==> config.mk <==
export PLATFORM = sky130hd
export DESIGN_NAME = pc_sequencer
export DESIGN_NICKNAME = d
export VERILOG_FILES = /design/src/rtl/pc_pkg.sv /design/src/rtl/pc_redirect_buf.sv /design/src/rtl/pc_sequencer.sv
export SDC_FILE = /design/constraint.sdc
export NUM_CORES = 1
export LEC_CHECK = 0
export ABC_AREA = 1
export CAP_MARGIN = 15
export CORE_MARGIN = 2
export CORE_UTILIZATION = 50
export DETAILED_ROUTE_END_ITERATION = 7
export GPL_TIMING_DRIVEN = 0
export PLACE_DENSITY_LB_ADDON = 0.2
export SKIP_CTS_REPAIR_TIMING = 1
export SYNTH_ARGS = -nofsm -noshare
export SYNTH_HDL_FRONTEND = slang
export SYNTH_SLANG_ARGS = --single-unit
export TNS_END_PERCENT = 30
==> constraint.sdc <==
create_clock -name clk -period 2.6 [get_ports clk]
set_clock_uncertainty 0.2 [all_clocks]
set_input_delay 0.26 -clock clk [delete_from_list [all_inputs] [get_ports clk]]
set_output_delay 0.26 -clock clk [all_outputs]
set_load 0.05 [all_outputs]
==> src/rtl/pc_pkg.sv <==
// Shared types and helpers for the fetch-stage PC sequencer.
package pc_pkg;

  // Widest PC the alignment helper supports.
  localparam int unsigned ADDR_MAX_W = 64;

  // BOOT: first cycle out of reset, RUN: nothing buffered, PEND: one redirect buffered.
  typedef enum logic [1:0] {
    BOOT = 2'd0,
    RUN  = 2'd1,
    PEND = 2'd2
  } state_e;

  // Number of always-zero low PC bits implied by a power-of-two step.
  function automatic int unsigned align_bits_of(input int unsigned step);
    return $clog2(step);
  endfunction

  // Clear the low align_bits bits of an address.
  function automatic logic [ADDR_MAX_W-1:0] align_addr(
    input logic [ADDR_MAX_W-1:0] addr,
    input int unsigned           align_bits
  );
    logic [ADDR_MAX_W-1:0] mask;
    mask = ~((ADDR_MAX_W'(1) << align_bits) - ADDR_MAX_W'(1));
    return addr & mask;
  endfunction

endpackage

==> src/rtl/pc_redirect_buf.sv <==
// One-entry redirect buffer: capture overwrites, clear empties, sync reset.
module pc_redirect_buf #(
  parameter int unsigned WIDTH = 32
) (
  input  logic             clk,
  input  logic             reset,
  input  logic             capture,
  input  logic [WIDTH-1:0] capture_addr,
  input  logic             clear,
  output logic             valid_q,
  output logic [WIDTH-1:0] addr_q
);

  logic             valid_d;
  logic [WIDTH-1:0] addr_d;

  // Capture wins over clear; a newer capture overwrites the held target.
  always_comb begin
    valid_d = valid_q;
    addr_d  = addr_q;
    if (capture) begin
      valid_d = 1'b1;
      addr_d  = capture_addr;
    end else if (clear) begin
      valid_d = 1'b0;
    end
  end

  // Buffer storage.
  always_ff @(posedge clk) begin
    if (reset) begin
      valid_q <= 1'b0;
      addr_q  <= '0;
    end else begin
      valid_q <= valid_d;
      addr_q  <= addr_d;
    end
  end

endmodule

==> src/rtl/pc_sequencer.sv <==
// Fetch-stage program counter: sequential step, stall, buffered redirects, exceptions.
module pc_sequencer
  import pc_pkg::*;
#(
  parameter int unsigned      WIDTH     = 32,
  parameter logic [WIDTH-1:0] RESET_VEC = WIDTH'(32'h0000_0000),
  parameter logic [WIDTH-1:0] EXC_VEC   = WIDTH'(32'h0000_0080),
  parameter int unsigned      STEP      = 4
) (
  input  logic             clk,
  input  logic             reset,
  input  logic             stall,
  input  logic             redirect_valid,
  input  logic [WIDTH-1:0] redirect_target,
  input  logic             exception,
  output logic [WIDTH-1:0] pc_q,
  output logic [WIDTH-1:0] pc_plus_step,
  output logic             pc_valid,
  output logic             redirect_pending,
  output logic             misaligned
);

  // STEP must be a power of two; its log2 is the count of forced-zero PC bits.
  localparam int unsigned ALIGN_BITS = align_bits_of(STEP);

  state_e           state_q;
  state_e           state_d;

  logic [WIDTH-1:0] pc_d;
  logic             pc_valid_q;
  logic             pc_valid_d;
  logic             redirect_pending_q;
  logic             redirect_pending_d;
  logic             misaligned_q;
  logic             misaligned_d;

  logic             buf_capture;
  logic             buf_clear;
  logic             buf_valid;
  logic [WIDTH-1:0] buf_addr;

  logic [WIDTH-1:0] target_aligned;
  logic             target_misaligned;

  // Redirect target with the low ALIGN_BITS forced to zero.
  assign target_aligned    = WIDTH'(align_addr(ADDR_MAX_W'(redirect_target), ALIGN_BITS));
  assign target_misaligned = (redirect_target != target_aligned);

  // Sequential successor, wrapping modulo 2^WIDTH.
  assign pc_plus_step = pc_q + WIDTH'(STEP);

  pc_redirect_buf #(
    .WIDTH (WIDTH)
  ) u_redirect_buf (
    .clk          (clk),
    .reset        (reset),
    .capture      (buf_capture),
    .capture_addr (target_aligned),
    .clear        (buf_clear),
    .valid_q      (buf_valid),
    .addr_q       (buf_addr)
  );

  // State register.
  always_ff @(posedge clk) begin
    if (reset) begin
      state_q <= BOOT;
    end else begin
      state_q <= state_d;
    end
  end

  // Next state: exception or unstalled cycle returns to RUN, stalled redirect parks in PEND.
  always_comb begin
    state_d = state_q;
    unique case (state_q)
      BOOT: begin
        state_d = RUN;
      end
      RUN, PEND: begin
        if (exception) begin
          state_d = RUN;
        end else if (stall) begin
          if (redirect_valid) begin
            state_d = PEND;
          end
        end else begin
          state_d = RUN;
        end
      end
      default: begin
        state_d = BOOT;
      end
    endcase
  end

  // Priority mux for the next PC plus buffer control and status flags.
  always_comb begin
    pc_d               = pc_q;
    pc_valid_d         = pc_valid_q;
    misaligned_d       = 1'b0;
    buf_capture        = 1'b0;
    buf_clear          = 1'b0;
    redirect_pending_d = (state_d == PEND);
    unique case (state_q)
      BOOT: begin
        // Only an exception is honoured while leaving boot.
        pc_valid_d = 1'b1;
        pc_d       = exception ? EXC_VEC : RESET_VEC;
        buf_clear  = 1'b1;
      end
      RUN, PEND: begin
        pc_valid_d = 1'b1;
        if (exception) begin
          pc_d      = EXC_VEC;
          buf_clear = 1'b1;
        end else if (stall) begin
          if (redirect_valid) begin
            buf_capture  = 1'b1;
            misaligned_d = target_misaligned;
          end
        end else if (redirect_valid) begin
          pc_d         = target_aligned;
          buf_clear    = 1'b1;
          misaligned_d = target_misaligned;
        end else if ((state_q == PEND) && buf_valid) begin
          pc_d      = buf_addr;
          buf_clear = 1'b1;
        end else begin
          pc_d = pc_plus_step;
        end
      end
      default: begin
        pc_d = RESET_VEC;
      end
    endcase
  end

  // PC and status registers.
  always_ff @(posedge clk) begin
    if (reset) begin
      pc_q               <= RESET_VEC;
      pc_valid_q         <= 1'b0;
      redirect_pending_q <= 1'b0;
      misaligned_q       <= 1'b0;
    end else begin
      pc_q               <= pc_d;
      pc_valid_q         <= pc_valid_d;
      redirect_pending_q <= redirect_pending_d;
      misaligned_q       <= misaligned_d;
    end
  end

  assign pc_valid         = pc_valid_q;
  assign redirect_pending = redirect_pending_q;
  assign misaligned       = misaligned_q;

endmodule
==> flow_summary_export.csv <==
group,metric,value,unit
final_layout,register_area,1330,um2
worst_setup_path,slowest_delay,0.69,ns
yosys,ys_types,37,
floorplanning,rows,33,
worst_setup_path,start_kind,"flop",
worst_setup_path,crit_path_cell_trace,"ha_2, or2_2, nand2_1, inv_1, clkdlybuf4s50_1",
floorplanning,start_util,0.511,
floorplanning,die_h,95.1,um
global_route,grt_usage,0.310,
placement,place_ws,-0.143,ns
pwr,leakagePower,0.00232,uW
yosys,syn_area,4150,um2
yosys,synth_cells,667,
clock_network,root_buffer,"clkbuf_8",
worst_setup_path,end_kind,"primary output",
final_layout,multi_input_area,2360,um2
worst_setup_path,crit_required,2.14,ns
route,viasPerCell,5.36,
final_layout,fin_util,0.675,
pwr,ir_drop,0.389,mV
min_path,min_from,"redirect_valid",
final_layout,antenna_cells,0,
worst_setup_path,path_max_fanout,6,
route,drt_pass1_iterations,5,
route,drc_errors,0,
global_route,grt_pass1_vias,4474,
clock_network,clk_latency,0.35,ns
final_layout,num-nets-final,820,
floorplanning,dieArea,9050,um2
route,wire_per_inst,15.1,um
worst_setup_path,cp-startpoint,"pc_q[2]",
clock_network,clk_pin_slew,0.07,ns
global_route,grt_pass1_wl,21.5,mm
worst_setup_path,worstSetupPathType,"reg2out",
clock_network,cts_tree,"built",
sta,max_freq,402,MHz
route,first_iter_violations,325,
placement,numPortBuffers,98,
floorplanning,coreArea,8130,um2
clock_network,clockBufferDepth,2,
final_layout,areaGrowthSynthToFinish,32.2,%
yosys,synth_seq_cells,66,
yosys,synth_warnings,0,
sta,slew_violations,0,
sta,tns,0,ns
worst_setup_path,cp_slowest_cell,"clkdlybuf4s50_1",
final_layout,fillers,737,
sta,fin_crit_sh,0.957,
final_layout,drive_gt1_frac,0.115,
worst_setup_path,r2r_cells,9,
clock_network,cts_sinks,66,
worst_setup_path,arrival,2.03,ns
worst_setup_path,r2r_start,"state_q[1]",
min_path,hp-class,"in2reg",
job,timing.max_cap.violations,0,
sta,min_period,2.49,ns
sta,relSlewSlack,0.602,
pwr,powerDensity,486,nW/um2
final_layout,layout_commonest_cell,"nand2_1",
yosys,avgSynthCellArea,6.23,um2
sta,final-hold-violation-count,0,
sta,setup_viol,0,
yosys,synth.yosys.seq_area_share,0.318,
route,routed_wl,13.5,mm
global_route,antenna_found_initial,0,
floorplanning,die_w,95.1,um
sta,fin_ws,0.113,ns
floorplanning,io_pins,104,
route,detail-route-antenna-nets,0,
final_layout,final_cell_mix,"nand2_1, nor2_1, inv_1",
placement,gp_congestion,0.921,
global_route,grt_start_max_net_pins,13,
sta,hold-worst-slack,0.114,ns
min_path,min_path_cells,3,
global_route,overflow,0,
route,vias,4764,
clock_network,cts_buffers,9,
clock_network,htreeDepth,3,
sta,worst_pin_slew,0.597,ns
placement,dpl.hpwl,10.4,mm
outcome,outcome,"completed",
sta,rsz0062_at_grt,"false",
## flip-flops by register name, indices dropped and copies added, names as in the netlist
register and cells:
misaligned 1, redirect_pending 1, pc_q 30, pc_valid 1
state_q 2, u_redirect_buf.valid_q 1, u_redirect_buf.addr_q 30
## final timing paths
kind / endpoint / slack, ns
setup reg to reg: pc_q[26] / 0.28
setup / recovery: pc_plus_step[4] / 0.11
hold / removal: state_q[1] / 0.11
hold reg to reg: u_redirect_buf.addr_q[3] / 0.26
## cell usage after synthesis
library cell	n	share of area
a211oi_1	2	0.0036
a21oi_1	34	0.041
a21oi_2	2	0.0042
a221oi_1	26	0.055
a31oi_1	1	0.0015
and2_1	15	0.023
buf_1	1	0.00090
buf_2	12	0.014
buf_4	6	0.011
clkbuf_1	13	0.012
clkinv_1	1	0.00090
conb_1	1	0.00090
dfxtp_1	66	0.32
dlygate4sd1_1	1	0.0021
ha_1	4	0.012
inv_1	86	0.078
nand2_1	188	0.17
nand2_2	4	0.0060
nand2_4	1	0.0027
nand3_1	41	0.049
nand3b_1	1	0.0018
nand4_1	1	0.0015
nor2_1	99	0.089
nor2_2	4	0.0060
nor2_4	6	0.016
nor3_1	1	0.0012
nor3_2	1	0.0024
nor4_1	1	0.0015
o211ai_1	1	0.0018
o21ai_0	30	0.036
o21bai_1	3	0.0054
o221ai_1	3	0.0063
or2_2	4	0.0060
xnor2_1	3	0.0063
xnor2_2	1	0.0039
xor2_1	2	0.0042
xor2_2	1	0.0039
## metrics by stage
| step | instances | total power (uW) | area [um2] |
|---|---|---|---|
| finish | 889 | 2670 | 5490 |
| global route | 889 | 2750 | 5490 |
| CTS | 889 | 2670 | 5560 |
| detailed placement | 873 | 1490 | 5280 |
| global placement | 873 | 1490 | 5280 |
| floorplan | 670 | 1330 | 4170 |
## cell type report
cell class | count | area share
clock inverter | 6 | 0.0251
tap | 105 | 0.0239
inverter | 87 | 0.0595
clock buffer | 10 | 0.0251
buffer | 33 | 0.0303
timing repair buffer | 98 | 0.164
sequential | 66 | 0.242
multi-input combinational | 484 | 0.430
## logic make-up (layout without fill, tap and decap cells)
family                     count (synthesis)  count (layout)  synth area share
AOI/OAI and AO/OA                        102             102             0.155
xor gates and xnor gates                   7               7            0.0184
adders and majority gates                  4               4            0.0121
buffers and inverters                    120             234             0.119
DFF                                       66              66             0.318
other                                      1               4          0.000903
and+or+nand+nor                          367             367             0.377
## where the power goes
part | internal, uW | total (uW) | switching (uW)
Sequential | 1040 | 1070 | 25.6
Combinational | 146 | 404 | 259
Clock | 764 | 1200 | 432
## per-layer routing
metal  vias up  part of all wire  track usage
met5         -                 0            0
met4         0             0.026        0.121
met3        30             0.077       0.0601
met2       231              0.47        0.512
met1      2169              0.42        0.398
li1       2334                 -            -
## worst max-delay path, delay by kind of cell, from the launching register on
kind	cells	cell delay, ns
adders and majority gates	1	0.22
buffers and inverters	2	0.74
and+or+nand+nor	2	0.36
DFF	1	0.36
Note: power is estimated with default switching activity, not from simulation.
